===== config.mk =====
export PLATFORM = sky130hd
export DESIGN_NAME = clk_div_gen
export DESIGN_NICKNAME = d
export VERILOG_FILES = /design/src/rtl/clk_div_gen_pkg.sv /design/src/rtl/clk_div_gen_channel.sv /design/src/rtl/clk_div_gen.sv
export SDC_FILE = /design/constraint.sdc
export NUM_CORES = 1
export LEC_CHECK = 0
export CAP_MARGIN = 20
export CORE_ASPECT_RATIO = 1.5
export CORE_MARGIN = 2
export CORE_UTILIZATION = 30
export DETAILED_ROUTE_END_ITERATION = 7
export PLACE_DENSITY = 0.61
export SLEW_MARGIN = 20
export SYNTH_ARGS = -nofsm -noshare
export SYNTH_HDL_FRONTEND = slang
export SYNTH_SLANG_ARGS = --single-unit
export TNS_END_PERCENT = 5

===== constraint.sdc =====
create_clock -name FSBCLK -period 3.2 [get_ports FSBCLK]
set_input_delay 0.32 -clock FSBCLK [delete_from_list [all_inputs] [get_ports FSBCLK]]
set_output_delay 0.32 -clock FSBCLK [all_outputs]
set_load 0.01 [all_outputs]

===== src/rtl/clk_div_gen_pkg.sv =====
// Shared definitions for the programmable clock-waveform generator: channel FSM
// encodings and the field-offset helper used to slice the packed per-channel buses.
package clk_div_gen_pkg;

  localparam logic [1:0] ST_IDLE     = 2'd0;
  localparam logic [1:0] ST_RUN      = 2'd1;
  localparam logic [1:0] ST_STOPPING = 2'd2;

  // Low bit of channel idx's field in a bus packed as NCH fields of width w.
  function automatic int fld_lo(input int idx, input int w);
    return idx * w;
  endfunction

endpackage


===== src/rtl/clk_div_gen_channel.sv =====
// One output channel: run/stop FSM, period counter, shadowed settings and the
// registered D0/D1 half-slot pair; outputs lag the counter state by one edge.
module clk_div_gen_channel
  import clk_div_gen_pkg::*;
#(
  parameter int DW = 4
) (
  input  logic          i_clk,
  input  logic          i_rst_n,
  input  logic          i_en,
  input  logic          i_sync,
  input  logic [DW-1:0] i_div,
  input  logic [DW:0]   i_hi,
  input  logic [DW-1:0] i_ph,
  input  logic          i_inv,
  output logic          o_d0,
  output logic          o_d1,
  output logic          o_running,
  output logic          o_wrap
);

  logic [1:0]    r_state;
  logic [DW-1:0] r_cnt;
  logic [DW-1:0] r_div;
  logic [DW:0]   r_hi;
  logic          r_inv;
  logic          r_d0;
  logic          r_d1;
  logic          r_wrap;

  logic          w_wrap;
  logic          w_raw0;
  logic          w_raw1;
  logic [DW-1:0] w_cnt_nxt;
  logic [DW-1:0] w_ph_eff;

  assign w_wrap    = (r_cnt == r_div);
  assign w_cnt_nxt = w_wrap ? '0 : r_cnt + DW'(1);
  // An out-of-range phase would start the counter above its wrap point.
  assign w_ph_eff  = (i_ph <= i_div) ? i_ph : '0;
  assign w_raw0    = ({r_cnt, 1'b0} < r_hi);
  assign w_raw1    = ({r_cnt, 1'b1} < r_hi);

  always_ff @(posedge i_clk or negedge i_rst_n) begin
    if (!i_rst_n) begin
      r_state <= ST_IDLE;
      r_cnt   <= '0;
      r_div   <= '0;
      r_hi    <= '0;
      r_inv   <= 1'b0;
      r_d0    <= 1'b0;
      r_d1    <= 1'b0;
      r_wrap  <= 1'b0;
    end else begin
      r_d0   <= (r_state == ST_IDLE) ? r_inv : (w_raw0 ^ r_inv);
      r_d1   <= (r_state == ST_IDLE) ? r_inv : (w_raw1 ^ r_inv);
      r_wrap <= (r_state != ST_IDLE) && w_wrap;
      case (r_state)
        ST_IDLE: begin
          r_inv <= i_inv;
          if (i_en) begin
            r_div   <= i_div;
            r_hi    <= i_hi;
            r_cnt   <= w_ph_eff;
            r_state <= ST_RUN;
          end
        end
        ST_RUN: begin
          if (i_sync) begin
            r_div <= i_div;
            r_hi  <= i_hi;
            r_inv <= i_inv;
            r_cnt <= w_ph_eff;
            if (!i_en) r_state <= ST_STOPPING;
          end else begin
            r_cnt <= w_cnt_nxt;
            if (w_wrap) begin
              r_div <= i_div;
              r_hi  <= i_hi;
              r_inv <= i_inv;
            end
            // A stop request landing on the last slot has nothing left to finish.
            if (!i_en) r_state <= w_wrap ? ST_IDLE : ST_STOPPING;
          end
        end
        ST_STOPPING: begin
          r_cnt <= w_cnt_nxt;
          if (w_wrap) begin
            r_div   <= i_div;
            r_hi    <= i_hi;
            r_inv   <= i_inv;
            r_state <= i_en ? ST_RUN : ST_IDLE;
          end else if (i_en) begin
            r_state <= ST_RUN;
          end
        end
        default: r_state <= ST_IDLE;
      endcase
    end
  end

  assign o_d0      = r_d0;
  assign o_d1      = r_d1;
  assign o_wrap    = r_wrap;
  assign o_running = (r_state != ST_IDLE);

endmodule


===== src/rtl/clk_div_gen.sv =====
// N-channel programmable clock-waveform generator feeding ODDR2 pads from FSBCLK.
// Slices the packed configuration buses per channel and fans out SYNC.
module clk_div_gen
  import clk_div_gen_pkg::*;
#(
  parameter int NCH = 4,
  parameter int DW  = 4
) (
  input  logic                  FSBCLK,
  input  logic                  nRES,
  input  logic [NCH-1:0]        EN,
  input  logic                  SYNC,
  input  logic [NCH*DW-1:0]     DIV,
  input  logic [NCH*(DW+1)-1:0] HI,
  input  logic [NCH*DW-1:0]     PH,
  input  logic [NCH-1:0]        INV,
  output logic [NCH-1:0]        D0,
  output logic [NCH-1:0]        D1,
  output logic [NCH-1:0]        RUNNING,
  output logic [NCH-1:0]        WRAP
);

  genvar g;
  generate
    for (g = 0; g < NCH; g++) begin : g_ch
      clk_div_gen_channel #(
        .DW(DW)
      ) u_ch (
        .i_clk    (FSBCLK),
        .i_rst_n  (nRES),
        .i_en     (EN[g]),
        .i_sync   (SYNC),
        .i_div    (DIV[fld_lo(g, DW) +: DW]),
        .i_hi     (HI[fld_lo(g, DW + 1) +: DW + 1]),
        .i_ph     (PH[fld_lo(g, DW) +: DW]),
        .i_inv    (INV[g]),
        .o_d0     (D0[g]),
        .o_d1     (D1[g]),
        .o_running(RUNNING[g]),
        .o_wrap   (WRAP[g])
      );
    end
  endgenerate

endmodule


==> results.cfg <==
[outcome]
status = finished clean

[synthesis]
ys_seq_elements = 76
synth_top_area_frac = 0.3785
yosysWarnings = 0
syn_nets = 638
synth.top_cells.by_count = dfrtp_1 (76), inv_1 (65), ha_1 (56)
synthCells = 519
ys_seq_area_frac = 0.3785
yosysTopAreaCell = dfrtp_1
synth_edf_count = 0
syn_area_um2 = 5025
ys.flop_type = dfrtp_1
syn_avg_cell_area_um2 = 9.682
yosys.cell_count.top_type = dfrtp_1
yosysUniqueCellTypes = 50
synth_area_leaders = dfrtp_1 (38%), ha_1 (14%), a22o_1 (6.3%), inv_1 (4.9%), o21ai_0 (3.1%)
async_flop_share = 1.000

[floorplan]
initial_core_util = 0.3024
die_x_um = 109.7
rows = 58
io_pins = 79
core_um2 = 16620
die_area_um2 = 17820
die_h_um = 162.5

[clock_network]
clockBufferDepth = 2
cts_hold_buf = 0
cts_buffers = 9
cts_tree = done
post-cts-setup-buffers = 0
cts.htree.levels = 3
insertion_delay_ns = 0.34
clockRootBuffer = clkbuf_16
cts_resized = 0
clock_sinks = 76
clk_pin_slew_ns = 0.06

[placed_design]
dp_cells = 786
hpwl_mm = 8.891
dpl_cell_area_um2 = 5922
pre_cts_slack_ns = 0.9242
portBuffers = 78
gp_congestion = 0.8442

[setup_path]
crit_arrival_ns = 1.87
critPathKind = register to output port
critPathCaptureType = output port
start_kind = register
cp_top_family = buffers and inverters
worst_path_largest_cell_delay_ns = 0.49
worst-path-max-fanout = 9
cp_common_cell = inv_1
path_cells = inv_1 -> ha_1 -> inv_1 -> clkdlybuf4s50_1
required_ns = 2.88
cp.buffers_inverters = 3
cp_slowest_cell = clkdlybuf4s50_1

[pwr]
power_switching_uw = 2732
clockPowerShare = 0.168
internal_power_uw = 3728
pwr-share-seq = 0.281
leakage_uw = 0.002870
p_sw_frac = 0.4229
ir_drop_mv = 0.3308
p_comb_frac = 0.552
p_per_area_nw_per_um2 = 1036

[detailed_routing]
ant_nets = 0
drt_pass1_iterations = 4
routedWlPerCell_um = 14.63
via_per_inst = 5.172
vias = 4143
drt_iter0_drc = 125
drc = 0
routed_wl_mm = 11.72

[global_route]
grt_pass1_wl_mm = 19.49
grt_max_degree = 77
grt_pass1_vias = 4358
grt.total_usage = 0.1370
overflow = 0
antenna_found_initial = 0

[sta]
rsz0062_at_grt = no
setup_tns_ns = 0
slew_headroom = 0.5179
whs_ns = 0.01703
maxSlewViolCount = 0
fin_crit_sh = 0.6857
final.min_clock_period_ns = 2.194
finalWorstSetupSlack_ns = 1.006
worst_pin_slew_ns = 0.7232
max_freq_mhz = 455.8
finalSetupViolCount = 0
finalClockSkew_ns = 0.01120
hold_violations = 0

[cells_and_area]
nNetsFinal = 706
num_antenna_cells = 0
fin_cells = 801
fill_cells = 1678
synthToLayoutAreaGrowth_pct = 24.03
fin_area_um2 = 6232
drive_gt1_frac = 0.05922

[run]
maxCapViolCount = 0

[min_path]
hold_class = input port to asynchronous set/reset pin
## power by group through the flow
stage | combinational (µW) | sequential, µW | clock [µW]
2_1_floorplan | 2830 | 1700 | 0
3_3_place_gp | 3390 | 1810 | 0
3_5_place_dp | 3570 | 1830 | 0
4_1_cts | 3590 | 1820 | 1110
5_1_grt | 3990 | 1880 | 1150
6_report | 3560 | 1810 | 1080
## cell families after synthesis
kind of cell    Yosys count  synth area share
compound gates          148            0.2107
xor+xnor                 20           0.03486
fa+ha+maj                56            0.1394
buf+inv                  86           0.07719
flops                    76            0.3785
mux                       8           0.01693
simple gates            125            0.1424
## worst reg2reg max path: stages, from the launching register on
cell and delay (ns):
dfrtp_1 0.44, inv_1 0.11, ha_1 0.40, mux2i_1 0.50, a221oi_1 0.18, a221o_1 0.38
## flip-flops by register name, indices dropped and copies added (netlist names)
register	count
g_ch.u_ch.o_d0	4
g_ch.u_ch.r_cnt	16
g_ch.u_ch.r_state	8
g_ch.u_ch.r_hi	20
g_ch.u_ch.r_div	16
g_ch.u_ch.r_inv	4
g_ch.u_ch.o_d1	4
g_ch.u_ch.o_wrap	4
## layout make-up
class / count / area [µm²] / share of cell area
Clock buffer: 10 / 229.0 / 0.03674
Multi-Input combinational cell: 357 / 2735 / 0.4389
Clock inverter: 5 / 77.57 / 0.01245
Timing Repair Buffer: 78 / 782.0 / 0.1255
Sequential cell: 76 / 1902 / 0.3052
Inverter: 65 / 244.0 / 0.03915
Tap cell: 210 / 262.8 / 0.04216
## worst paths after layout
check | start | to | slack, ns | cells after the start
worst max-delay path | g_ch[2].u_ch.r_state[1]$_DFFE_PN0P_ | RUNNING[2] | 1.01 | 4
worst min-delay path | nRES | g_ch[1].u_ch.r_hi[4]$_DFFE_PN0P_ | 0.02 | 1
worst max register to register | g_ch[1].u_ch.r_state[1]$_DFFE_PN0P_ | g_ch[1].u_ch.r_cnt[3]$_DFFE_PN0P_ | 1.07 | 5
worst min register to register | g_ch[3].u_ch.r_hi[4]$_DFFE_PN0P_ | g_ch[3].u_ch.r_hi[4]$_DFFE_PN0P_ | 0.51 | 1
max in group asynchronous | nRES | g_ch[2].u_ch.r_hi[2]$_DFFE_PN0P_ | 2.68 | 1
min in group FSBCLK | g_ch[3].u_ch.r_hi[4]$_DFFE_PN0P_ | g_ch[3].u_ch.r_hi[4]$_DFFE_PN0P_ | 0.51 | 1
## cell usage in the layout, fill, tap and decap left out, types with 5 or more instances in the layout
cell | Yosys | layout
o211ai_1 | 9 | 9
inv_1 | 65 | 65
nand2b_1 | 11 | 11
ha_1 | 56 | 56
nor3_1 | 5 | 5
nor2b_1 | 12 | 12
a211oi_1 | 5 | 5
clkdlybuf4s50_1 | 0 | 77
nor2_1 | 11 | 11
o22ai_1 | 8 | 8
dfrtp_1 | 76 | 76
a22o_1 | 36 | 36
nand3_1 | 15 | 15
nand2_1 | 37 | 37
o21a_1 | 6 | 6
o221ai_1 | 7 | 7
a31oi_1 | 8 | 8
nor4_1 | 6 | 6
o21ai_0 | 31 | 31
xor2_1 | 16 | 16
clkbuf_16 | 0 | 9
a21oi_1 | 14 | 14
## through the flow
step | total power (µW) | utilization
finish | 6460 | 0.3750
CTS | 6513 | 0.3748
floorplan | 4532 | -
global placement | 5206 | 0.3563
global route | 7018 | 0.3750
detailed placement | 5398 | 0.3563
## per-layer routing
| layer | track usage | share of wire |
|---|---|---|
| met5 | 0 | 0 |
| met4 | 0.05754 | 0.019 |
| met3 | 0.02401 | 0.033 |
| met2 | 0.2539 | 0.54 |
| met1 | 0.1495 | 0.41 |
Note: power is estimated with default switching activity, not from simulation.
